`src/rtl/axi_led_pwm_nch.sv`:
```
// axi_led_pwm_nch: NUM_CH-channel LED controller with an AXI4-Lite slave.
// Per channel: off / steady PWM / blink / timed one-shot.
//
// Ports:
//   aclk, aresetn          clock, async active-low reset
//   aw*/w*/b*              AXI4-Lite write address/data/response
//   ar*/r*                 AXI4-Lite read address/data
//   irq                    registered |(DONE & IRQ_MASK), LED_PWM_IRQ_EN only
//   LED[NUM_CH-1:0]        board LED pins (inverted when INVERSE_MODE=1)
//
// Register map (byte addresses):
//   0x00 CTRL      bit0 run (reset 1), bit1 global_en (reset 0)
//   0x04 STATUS    RO, raw LED state before inversion
//   0x08 DONE      W1C, one-shot done flags
//   0x0C IRQ_MASK  RW with LED_PWM_IRQ_EN, otherwise reads 0
//   0x10+8*i CFG   [1:0] mode, [8+PWM_W-1:8] duty
//   0x14+8*i PERIOD
//
// Optional feature macro: LED_PWM_IRQ_EN.
module axi_led_pwm_nch #(
    parameter int NUM_CH       = 3,
    parameter int PWM_W        = 8,
    parameter bit INVERSE_MODE = 1'b1,
    parameter int ADDR_W       = 7
) (
    input  logic              aclk,
    input  logic              aresetn,
    input  logic [ADDR_W-1:0] awaddr,
    input  logic [2:0]        awprot,
    input  logic              awvalid,
    output logic              awready,
    input  logic [31:0]       wdata,
    input  logic [3:0]        wstrb,
    input  logic              wvalid,
    output logic              wready,
    output logic [1:0]        bresp,
    output logic              bvalid,
    input  logic              bready,
    input  logic [ADDR_W-1:0] araddr,
    input  logic [2:0]        arprot,
    input  logic              arvalid,
    output logic              arready,
    output logic [31:0]       rdata,
    output logic [1:0]        rresp,
    output logic              rvalid,
    input  logic              rready,
`ifdef LED_PWM_IRQ_EN
    output logic              irq,
`endif
    output logic [NUM_CH-1:0] LED
);

    localparam logic [1:0] RESP_OKAY   = 2'b00;
    localparam logic [1:0] RESP_SLVERR = 2'b10;

    localparam logic [1:0] M_OFF    = 2'b00;
    localparam logic [1:0] M_STEADY = 2'b01;
    localparam logic [1:0] M_BLINK  = 2'b10;
    localparam logic [1:0] M_SHOT   = 2'b11;

    localparam logic [ADDR_W-1:0] A_CTRL   = ADDR_W'(8'h00);
    localparam logic [ADDR_W-1:0] A_STATUS = ADDR_W'(8'h04);
    localparam logic [ADDR_W-1:0] A_DONE   = ADDR_W'(8'h08);
    localparam logic [ADDR_W-1:0] A_MASK   = ADDR_W'(8'h0C);

    function automatic logic [ADDR_W-1:0] cfg_addr(input int i);
        return ADDR_W'(16 + 8 * i);
    endfunction

    function automatic logic [ADDR_W-1:0] per_addr(input int i);
        return ADDR_W'(20 + 8 * i);
    endfunction

    // AXI handshake state
    logic        awready_q;
    logic        bvalid_q;
    logic [1:0]  bresp_q;
    logic        arready_q;
    logic        rvalid_q;
    logic [31:0] rdata_q;
    logic [1:0]  rresp_q;

    // Control / channel state
    logic                          run_q;
    logic                          en_q;
    logic [NUM_CH-1:0]             done_q;
    logic [NUM_CH-1:0]             done_d;
    logic [NUM_CH-1:0]             done_set;
    logic [NUM_CH-1:0][1:0]        mode_q;
    logic [NUM_CH-1:0][1:0]        mode_d;
    logic [NUM_CH-1:0][PWM_W-1:0]  duty_q;
    logic [NUM_CH-1:0][PWM_W-1:0]  duty_d;
    logic [NUM_CH-1:0][31:0]       per_q;
    logic [NUM_CH-1:0][31:0]       per_d;
    logic [NUM_CH-1:0][31:0]       tmr_q;
    logic [NUM_CH-1:0][31:0]       tmr_d;
    logic [NUM_CH-1:0]             phase_q;
    logic [NUM_CH-1:0]             phase_d;
    logic [PWM_W-1:0]              pwm_cnt_q;
    logic [PWM_W-1:0]              pwm_cnt_d;
    logic [NUM_CH-1:0]             pwm_on;
    logic [NUM_CH-1:0]             raw;
    logic [NUM_CH-1:0]             led_q;
    logic [NUM_CH-1:0]             led_d;

    // Decode
    logic              wr_en;
    logic              rd_en;
    logic              wr_map;
    logic              wr_ctrl;
    logic              wr_done;
    logic [NUM_CH-1:0] wr_cfg;
    logic [NUM_CH-1:0] wr_per;
    logic              rd_map;
    logic [31:0]       rd_data;

`ifdef LED_PWM_IRQ_EN
    logic              wr_mask;
    logic [NUM_CH-1:0] mask_q;
    logic              irq_q;
`endif

    logic unused_ok;
    assign unused_ok = ^{awprot, wstrb, arprot};

    // Valids are held by the master while awready/arready is high,
    // so the accept cycle is the cycle the register update happens.
    assign wr_en = awready_q & awvalid & wvalid;
    assign rd_en = arready_q & arvalid;

    always_comb begin
        wr_map  = 1'b0;
        wr_ctrl = 1'b0;
        wr_done = 1'b0;
        wr_cfg  = '0;
        wr_per  = '0;
`ifdef LED_PWM_IRQ_EN
        wr_mask = 1'b0;
`endif
        if (awaddr == A_CTRL) begin
            wr_map  = 1'b1;
            wr_ctrl = wr_en;
        end
        if (awaddr == A_STATUS) begin
            wr_map = 1'b1;
        end
        if (awaddr == A_DONE) begin
            wr_map  = 1'b1;
            wr_done = wr_en;
        end
        if (awaddr == A_MASK) begin
            wr_map = 1'b1;
`ifdef LED_PWM_IRQ_EN
            wr_mask = wr_en;
`endif
        end
        for (int i = 0; i < NUM_CH; i++) begin
            if (awaddr == cfg_addr(i)) begin
                wr_map    = 1'b1;
                wr_cfg[i] = wr_en;
            end
            if (awaddr == per_addr(i)) begin
                wr_map    = 1'b1;
                wr_per[i] = wr_en;
            end
        end
    end

    always_comb begin
        rd_map  = 1'b0;
        rd_data = '0;
        if (araddr == A_CTRL) begin
            rd_map       = 1'b1;
            rd_data[1:0] = {en_q, run_q};
        end
        if (araddr == A_STATUS) begin
            rd_map              = 1'b1;
            rd_data[NUM_CH-1:0] = raw;
        end
        if (araddr == A_DONE) begin
            rd_map              = 1'b1;
            rd_data[NUM_CH-1:0] = done_q;
        end
        if (araddr == A_MASK) begin
            rd_map = 1'b1;
`ifdef LED_PWM_IRQ_EN
            rd_data[NUM_CH-1:0] = mask_q;
`endif
        end
        for (int i = 0; i < NUM_CH; i++) begin
            if (araddr == cfg_addr(i)) begin
                rd_map             = 1'b1;
                rd_data[1:0]       = mode_q[i];
                rd_data[8+:PWM_W]  = duty_q[i];
            end
            if (araddr == per_addr(i)) begin
                rd_map  = 1'b1;
                rd_data = per_q[i];
            end
        end
    end

    // PWM compare and raw LED state
    always_comb begin
        pwm_on = '0;
        raw    = '0;
        for (int i = 0; i < NUM_CH; i++) begin
            pwm_on[i] = (&duty_q[i]) | (pwm_cnt_q < duty_q[i]);
            unique case (mode_q[i])
                M_OFF:    raw[i] = 1'b0;
                M_STEADY: raw[i] = en_q & run_q & pwm_on[i];
                default:  raw[i] = en_q & run_q & pwm_on[i] & phase_q[i];
            endcase
        end
    end

    assign pwm_cnt_d = run_q ? pwm_cnt_q + PWM_W'(1) : '0;
    assign led_d     = raw ^ {NUM_CH{INVERSE_MODE}};

    // Channel timers; a CFG write overrides any same-cycle expiry
    // while the expiry's DONE flag still sets.
    always_comb begin
        mode_d   = mode_q;
        duty_d   = duty_q;
        per_d    = per_q;
        tmr_d    = tmr_q;
        phase_d  = phase_q;
        done_set = '0;
        for (int i = 0; i < NUM_CH; i++) begin
            if (!run_q) begin
                tmr_d[i]   = '0;
                phase_d[i] = 1'b1;
            end else begin
                unique case (mode_q[i])
                    M_BLINK: begin
                        // >= also recovers from PERIOD shrunk below tmr
                        if (tmr_q[i] >= per_q[i]) begin
                            tmr_d[i]   = '0;
                            phase_d[i] = ~phase_q[i];
                        end else begin
                            tmr_d[i] = tmr_q[i] + 32'd1;
                        end
                    end
                    M_SHOT: begin
                        if (tmr_q[i] >= per_q[i]) begin
                            tmr_d[i]    = '0;
                            mode_d[i]   = M_OFF;
                            done_set[i] = 1'b1;
                        end else begin
                            tmr_d[i] = tmr_q[i] + 32'd1;
                        end
                    end
                    default: begin
                        tmr_d[i]   = '0;
                        phase_d[i] = 1'b1;
                    end
                endcase
            end
            if (wr_cfg[i]) begin
                mode_d[i]  = wdata[1:0];
                duty_d[i]  = wdata[8+:PWM_W];
                tmr_d[i]   = '0;
                phase_d[i] = 1'b1;
            end
            if (wr_per[i]) begin
                per_d[i] = wdata;
            end
        end
    end

    // W1C clear loses to a same-cycle set
    always_comb begin
        done_d = done_q;
        if (wr_done) begin
            done_d = done_q & ~wdata[NUM_CH-1:0];
        end
        done_d = done_d | done_set;
    end

    always_ff @(posedge aclk or negedge aresetn) begin
        if (!aresetn) begin
            run_q     <= 1'b1;
            en_q      <= 1'b0;
            done_q    <= '0;
            mode_q    <= '0;
            duty_q    <= '0;
            per_q     <= '0;
            tmr_q     <= '0;
            phase_q   <= '1;
            pwm_cnt_q <= '0;
            led_q     <= {NUM_CH{INVERSE_MODE}};
        end else begin
            if (wr_ctrl) begin
                run_q <= wdata[0];
                en_q  <= wdata[1];
            end
            done_q    <= done_d;
            mode_q    <= mode_d;
            duty_q    <= duty_d;
            per_q     <= per_d;
            tmr_q     <= tmr_d;
            phase_q   <= phase_d;
            pwm_cnt_q <= pwm_cnt_d;
            led_q     <= led_d;
        end
    end

    // AXI write and read response channels
    always_ff @(posedge aclk or negedge aresetn) begin
        if (!aresetn) begin
            awready_q <= 1'b0;
            bvalid_q  <= 1'b0;
            bresp_q   <= RESP_OKAY;
            arready_q <= 1'b0;
            rvalid_q  <= 1'b0;
            rdata_q   <= '0;
            rresp_q   <= RESP_OKAY;
        end else begin
            awready_q <= awvalid & wvalid & ~bvalid_q & ~awready_q;
            if (wr_en) begin
                bvalid_q <= 1'b1;
                bresp_q  <= wr_map ? RESP_OKAY : RESP_SLVERR;
            end else if (bready) begin
                bvalid_q <= 1'b0;
            end

            arready_q <= arvalid & ~rvalid_q & ~arready_q;
            if (rd_en) begin
                rvalid_q <= 1'b1;
                rdata_q  <= rd_map ? rd_data : 32'd0;
                rresp_q  <= rd_map ? RESP_OKAY : RESP_SLVERR;
            end else if (rready) begin
                rvalid_q <= 1'b0;
            end
        end
    end

`ifdef LED_PWM_IRQ_EN
    always_ff @(posedge aclk or negedge aresetn) begin
        if (!aresetn) begin
            mask_q <= '0;
            irq_q  <= 1'b0;
        end else begin
            if (wr_mask) begin
                mask_q <= wdata[NUM_CH-1:0];
            end
            irq_q <= |(done_q & mask_q);
        end
    end

    assign irq = irq_q;
`endif

    assign awready = awready_q;
    assign wready  = awready_q;
    assign bvalid  = bvalid_q;
    assign bresp   = bresp_q;
    assign arready = arready_q;
    assign rvalid  = rvalid_q;
    assign rdata   = rdata_q;
    assign rresp   = rresp_q;
    assign LED     = led_q;

endmodule

```
`config.mk`:
```
export PLATFORM = sky130hd
export DESIGN_NAME = axi_led_pwm_nch
export DESIGN_NICKNAME = d
export VERILOG_FILES = /design/src/rtl/axi_led_pwm_nch.sv
export SDC_FILE = /design/constraint.sdc
export NUM_CORES = 1
export LEC_CHECK = 0
export BUFFER_PORTS_ARGS = -buffer_cell sky130_fd_sc_hd__buf_4
export CAP_MARGIN = 40
export CORE_MARGIN = 2
export CORE_UTILIZATION = 45
export DETAILED_ROUTE_END_ITERATION = 8
export PLACE_DENSITY = 0.63
export SYNTH_ARGS = -nofsm -noshare
export SYNTH_HDL_FRONTEND = slang
export SYNTH_SLANG_ARGS = --single-unit
```
`constraint.sdc`:
```
create_clock -name aclk -period 2.99 [get_ports aclk]
set_clock_uncertainty 0.15 [all_clocks]
set_input_delay 0.299 -clock aclk [delete_from_list [all_inputs] [get_ports aclk]]
set_output_delay 0.299 -clock aclk [all_outputs]
set_load 0.005 [all_outputs]
```
# ---- After elaboration in Yosys (flattened, before gate mapping)
# Index checks and enable logic that the tools add are counted.
dict set report op_classes {
  add_sub_neg 4
  magnitude_cmp 6
  eq_ne 33
  n_mux 97
  n_bitwise 29
  reduce_logical 28
}
# op n
set ops {}
lappend ops {{32-bit two-way mux} 16}
lappend ops {{32-bit by 1-bit adder with 32-bit output, second input constant} 3}
lappend ops {{32-bit greater-or-equal comparator} 3}
lappend ops {{7-bit by 5-bit == test with 1-bit output, second input constant} 8}
lappend ops {{1-bit two-way mux} 50}
lappend ops {{2-bit two-way mux} 18}
lappend ops {{8-bit two-way mux} 4}
lappend ops {{7-bit by 4-bit == test with 1-bit output, second input constant} 4}
lappend ops {{7-bit by 6-bit == test with 1-bit output, second input constant} 4}
lappend ops {{8-bit less-than comparator} 3}
lappend ops {{8-bit AND reduction} 3}
lappend ops {{2-bit nonzero test} 11}
lappend ops {{1-bit bitwise AND} 15}
lappend ops {{7-bit by 3-bit == test with 1-bit output, second input constant} 2}
lappend ops {{7-bit zero test} 2}
lappend ops {{2-bit == test, second input constant} 6}
lappend ops {{4-bit != test, second input constant} 3}
lappend ops {{1-bit case mux with 2 select lines} 6}
lappend ops {{3-bit two-way mux} 3}
lappend ops {{3-bit != test, second input constant} 3}
lappend ops {{3-bit AND reduction} 3}
lappend ops {{8-bit by 1-bit adder with 8-bit output, second input constant} 1}
lappend ops {{1-bit inverter} 7}
lappend ops {{2-bit by 1-bit == test with 1-bit output, second input constant} 3}
lappend ops {{7 further kinds} 16}
dict set report totals {
  ff_bits 281
  output_inout_bits 44
  word_cells 224
}

# ---- Depth between registers and ports, before layout
dict set report depth {
  word_depth 14
  mapped_depth 10
  mapped_depth_nobuf 8
}

# ---- Least setup slack after synthesis
# No wires, ideal clock.
dict set report synth_timing {
  path_kind {reg-to-reg}
  from {register tmr_q[74] (netlist name)}
  to {register tmr_q[71] (netlist name)}
  setup_time_ns 0.072
  t_arrival_ns 2.228
  required_time_ns 2.768
  setup_slack_ns 0.540
  stages_incl_launch_ff 10
  n_path_buf 2
  period_less_slack_ns 2.450
  path_cell_list {dfrtp_1 > ha_1 > a21oi_1 > nand2_1 > a222oi_1 > a211oi_1 > or4_1 > buf_2 > buf_6 > nor2_1}
}
# element line_no
set synth_lines {}
lappend synth_lines {{start: declaration} 95} ;# logic [NUM_CH-1:0][31:0] tmr_q;
lappend synth_lines {{start signal: assignment} 301} ;# tmr_q <= tmr_d;

==> run metrics <==
Slew Limit Headroom 44.8%; crit path cell chain ha_1, a211oi_1, o21ai_0, a21oi_1, o21ai_0, or4_1, buf_4, nor2_1; fin cells 2265; count of state elements after synthesis 279; worst slew pin tran 0.819 ns; number of setup buffers added after CTS 0; Crit Path Category flip-flop to flip-flop; Avg WL per Cell 19.1 um; root buffer cell sky130_fd_sc_hd__clkbuf_16; sort of element at the start of the critical path flip-flop; most common cell in the synthesized netlist sky130_fd_sc_hd__dfrtp_1; wire length of the first global-routing pass 68600 um; async set-reset flop share out of synthesis 100%; hold slack final 0.0533 ns; placed insts 2168; final-layout fill cell count 3001; switching power share of the total 22.9%; fraction of power consumed by sequential logic 47.0%; post-synthesis to final-layout area growth 17.9%; CTS HTree Levels 1; Maximum Capacitance Violations 0; overflow left after global routing 0; peak supply drop 0.515 mV; data required time at the worst endpoint 3.32 ns; Num CTS Buffers 31; IO Pins 107; status complete, no violations; clock network fraction of total power 46.8%; Gate Count Post-Synth 1667; final hold vios 0; die span in y 189 um; Yosys top cell area share 44.3%; Layout Nets 1980; Final Setup Violations 0; Post-Syn Area per Cell 9.22 um^2; maximum clock rate 0.368 GHz; router iterations before antenna repair 6; post-placement cell area 16700 um^2; area of the core region 33600 um^2; flop-to-flop setup slack 0.28 ns; detailed-placement wirelength estimate 31500 um; switching power summed over all nets 1.90 mW; leak pwr 8.55 nW; proportion of power drawn by combinational gates 6.3%; Worst EP arrival 3.05 ns; RSZ-0062 raised after global routing false; Sinks on Clock Net 279; number of synthesized flops with an enable pin 0; antenna violations before repair 0; most instantiated flip-flop cell in the synthesis netlist sky130_fd_sc_hd__dfrtp_1; Worst path slowest cell sky130_fd_sc_hd__or4_1; most area-hungry cell type in the Yosys netlist sky130_fd_sc_hd__dfrtp_1; post-layout utilization of the core 53.9%; worst-path fanout max 32; via count 12600; cell area after layout 18100 um^2; TritonCTS clock tree done; number of library cell types mapped by synthesis 64; multi-input combinational cell area 7540 um^2; Pins Over Slew Limit 0; Skew-Pair Late Insertion Delay 0.57 ns; area of the die 35700 um^2; Detail Route Antenna Nets 0; Starting DRT DRC Count 1150; most frequent cell on the critical path sky130_fd_sc_hd__o21ai_0; yosys synthesis warning count 0; most frequent cells after synthesis 272 x sky130_fd_sc_hd__dfrtp_1, 219 x sky130_fd_sc_hd__nand2_1, 159 x sky130_fd_sc_hd__o21ai_0; Routed Wire Length 43300 um; number of rows in the core area 67; sequential cell area 6990 um^2; delay contributed by the slowest stage of the critical path 0.56 ns; Hold/Removal Path Class input pin to flip-flop; Starting Density 45.7%; ranking of synthesized cells by area sky130_fd_sc_hd__dfrtp_1 44%, sky130_fd_sc_hd__ha_1 9.8%, sky130_fd_sc_hd__nand2_1 5.3%, sky130_fd_sc_hd__o21ai_0 5.2%, sky130_fd_sc_hd__inv_1 3.3%; final critical-path required period 2.71 ns; power density over the cells 458 nW/um^2; Internal Dissipation 6.40 mW; maximum clock insertion buffer count 3; placer congestion estimate 0.952; die width 189 um; number of diodes added for antenna fixing 0; pin count of the biggest net entering global routing 82; vias per std cell 5.55; Final TNS setup 0 ns; Port Buffers 94; post-synthesis instance area 15400 um^2; GRT Total Usage 24.4%; Worst-path clk slew 0.06 ns; portion of the post-synthesis area used by sequential elements 45.5%; vias in the first global route 12200; Critical Path Sink Type flip-flop; Tcrit/Tclk final 90.8%; ratio of cells with drive above 1 in the final layout 11.6%; number of design rule violations left after detail routing 0
-- sequential cells by signal (all words and copies together) (netlist names), 3 cells and up --
register   count
duty_q        24
rdata         32
tmr_q         96
phase_q        3
done_q         3
pwm_cnt_q      8
per_q         96
LED            3
mode_q         6
-- cell families (layout without fill, tap and decap cells) --
logic type | Yosys count | count (layout) | synth area share, %
buf+inv | 208 | 357 | 5.60
mux | 23 | 23 | 1.63
flops | 279 | 279 | 45.5
simple gates | 599 | 599 | 18.5
compound gates | 340 | 340 | 13.5
xor+xnor | 96 | 96 | 5.47
other cells | 1 | 2 | 0.0244
fa+ha+maj | 121 | 121 | 9.85
-- timing repair --
item / CTS / global route
hold endpoints to repair: 205 / 0
setup endpoints to repair: 0 / 0
resized for setup: 0 / 0
hold buffers: 43 / 0
-- stage by stage --
step	setup WS [ns]	power (mW)
after floorplan	0.540	4.12
after global placement	0.335	4.43
after detailed placement	0.321	4.44
after CTS	0.317	8.39
after global routing	0.0539	8.59
final	0.275	8.30
-- placed cells by master (no fill, tap or decap), drive strengths merged, types with 40 or more instances in the layout --
master,n
a21oi,59
ha,121
xor2,56
nand3,55
buf,125
nand2,219
nor2,125
o21ai,159
inv,135
clkbuf,43
dlygate4sd3,43
dfrtp,272
xnor2,40
nor3,55
-- layout make-up --
class | count | share of cell area (%)
Timing Repair Buffer | 168 | 8.22
Clock inverter | 11 | 0.732
Tap cell | 448 | 3.09
Multi-Input combinational cell | 1181 | 41.6
Inverter | 135 | 2.80
Clock buffer | 43 | 4.97
Sequential cell | 279 | 38.6
-- power by group through the flow --
stage               sequential [mW]  combinational, mW  clock, mW
global route                   3.90              0.576       4.11
CTS                            3.90              0.524       3.97
global placement               3.96              0.470          0
detailed placement             3.97              0.474          0
floorplan                      3.95              0.169          0
finish                         3.90              0.523       3.88
-- critical path, delay by kind of cell, from the launching register on --
kind	cells	cell delay (ns)
fa+ha+maj	1	0.31
flops	1	0.41
buf+inv	1	0.25
compound gates	4	0.79
simple gates	2	0.71
-- worst paths after layout --
path,from,cells past startpoint,to
worst max-delay path,tmr_q[89],8,tmr_q[87]
worst min-delay path,awaddr[3],3,mode_q[4]
worst max register to register,tmr_q[89],8,tmr_q[87]
worst min register to register,rvalid,1,arready
max in group asynchronous,aresetn,3,rdata[12]
min in group asynchronous,aresetn,2,tmr_q[3]
-- layer usage --
| metal | global-route usage, % | vias to the layer above | wire [um] |
|---|---|---|---|
| met5 | 0 | - | 0 |
| met4 | 7.15 | 0 | 1270 |
| met3 | 3.02 | 80 | 2420 |
| met2 | 38.1 | 326 | 19600 |
| met1 | 35.8 | 6121 | 20100 |
| li1 | - | 6046 | - |
Note: power is estimated with default switching activity, not from simulation.
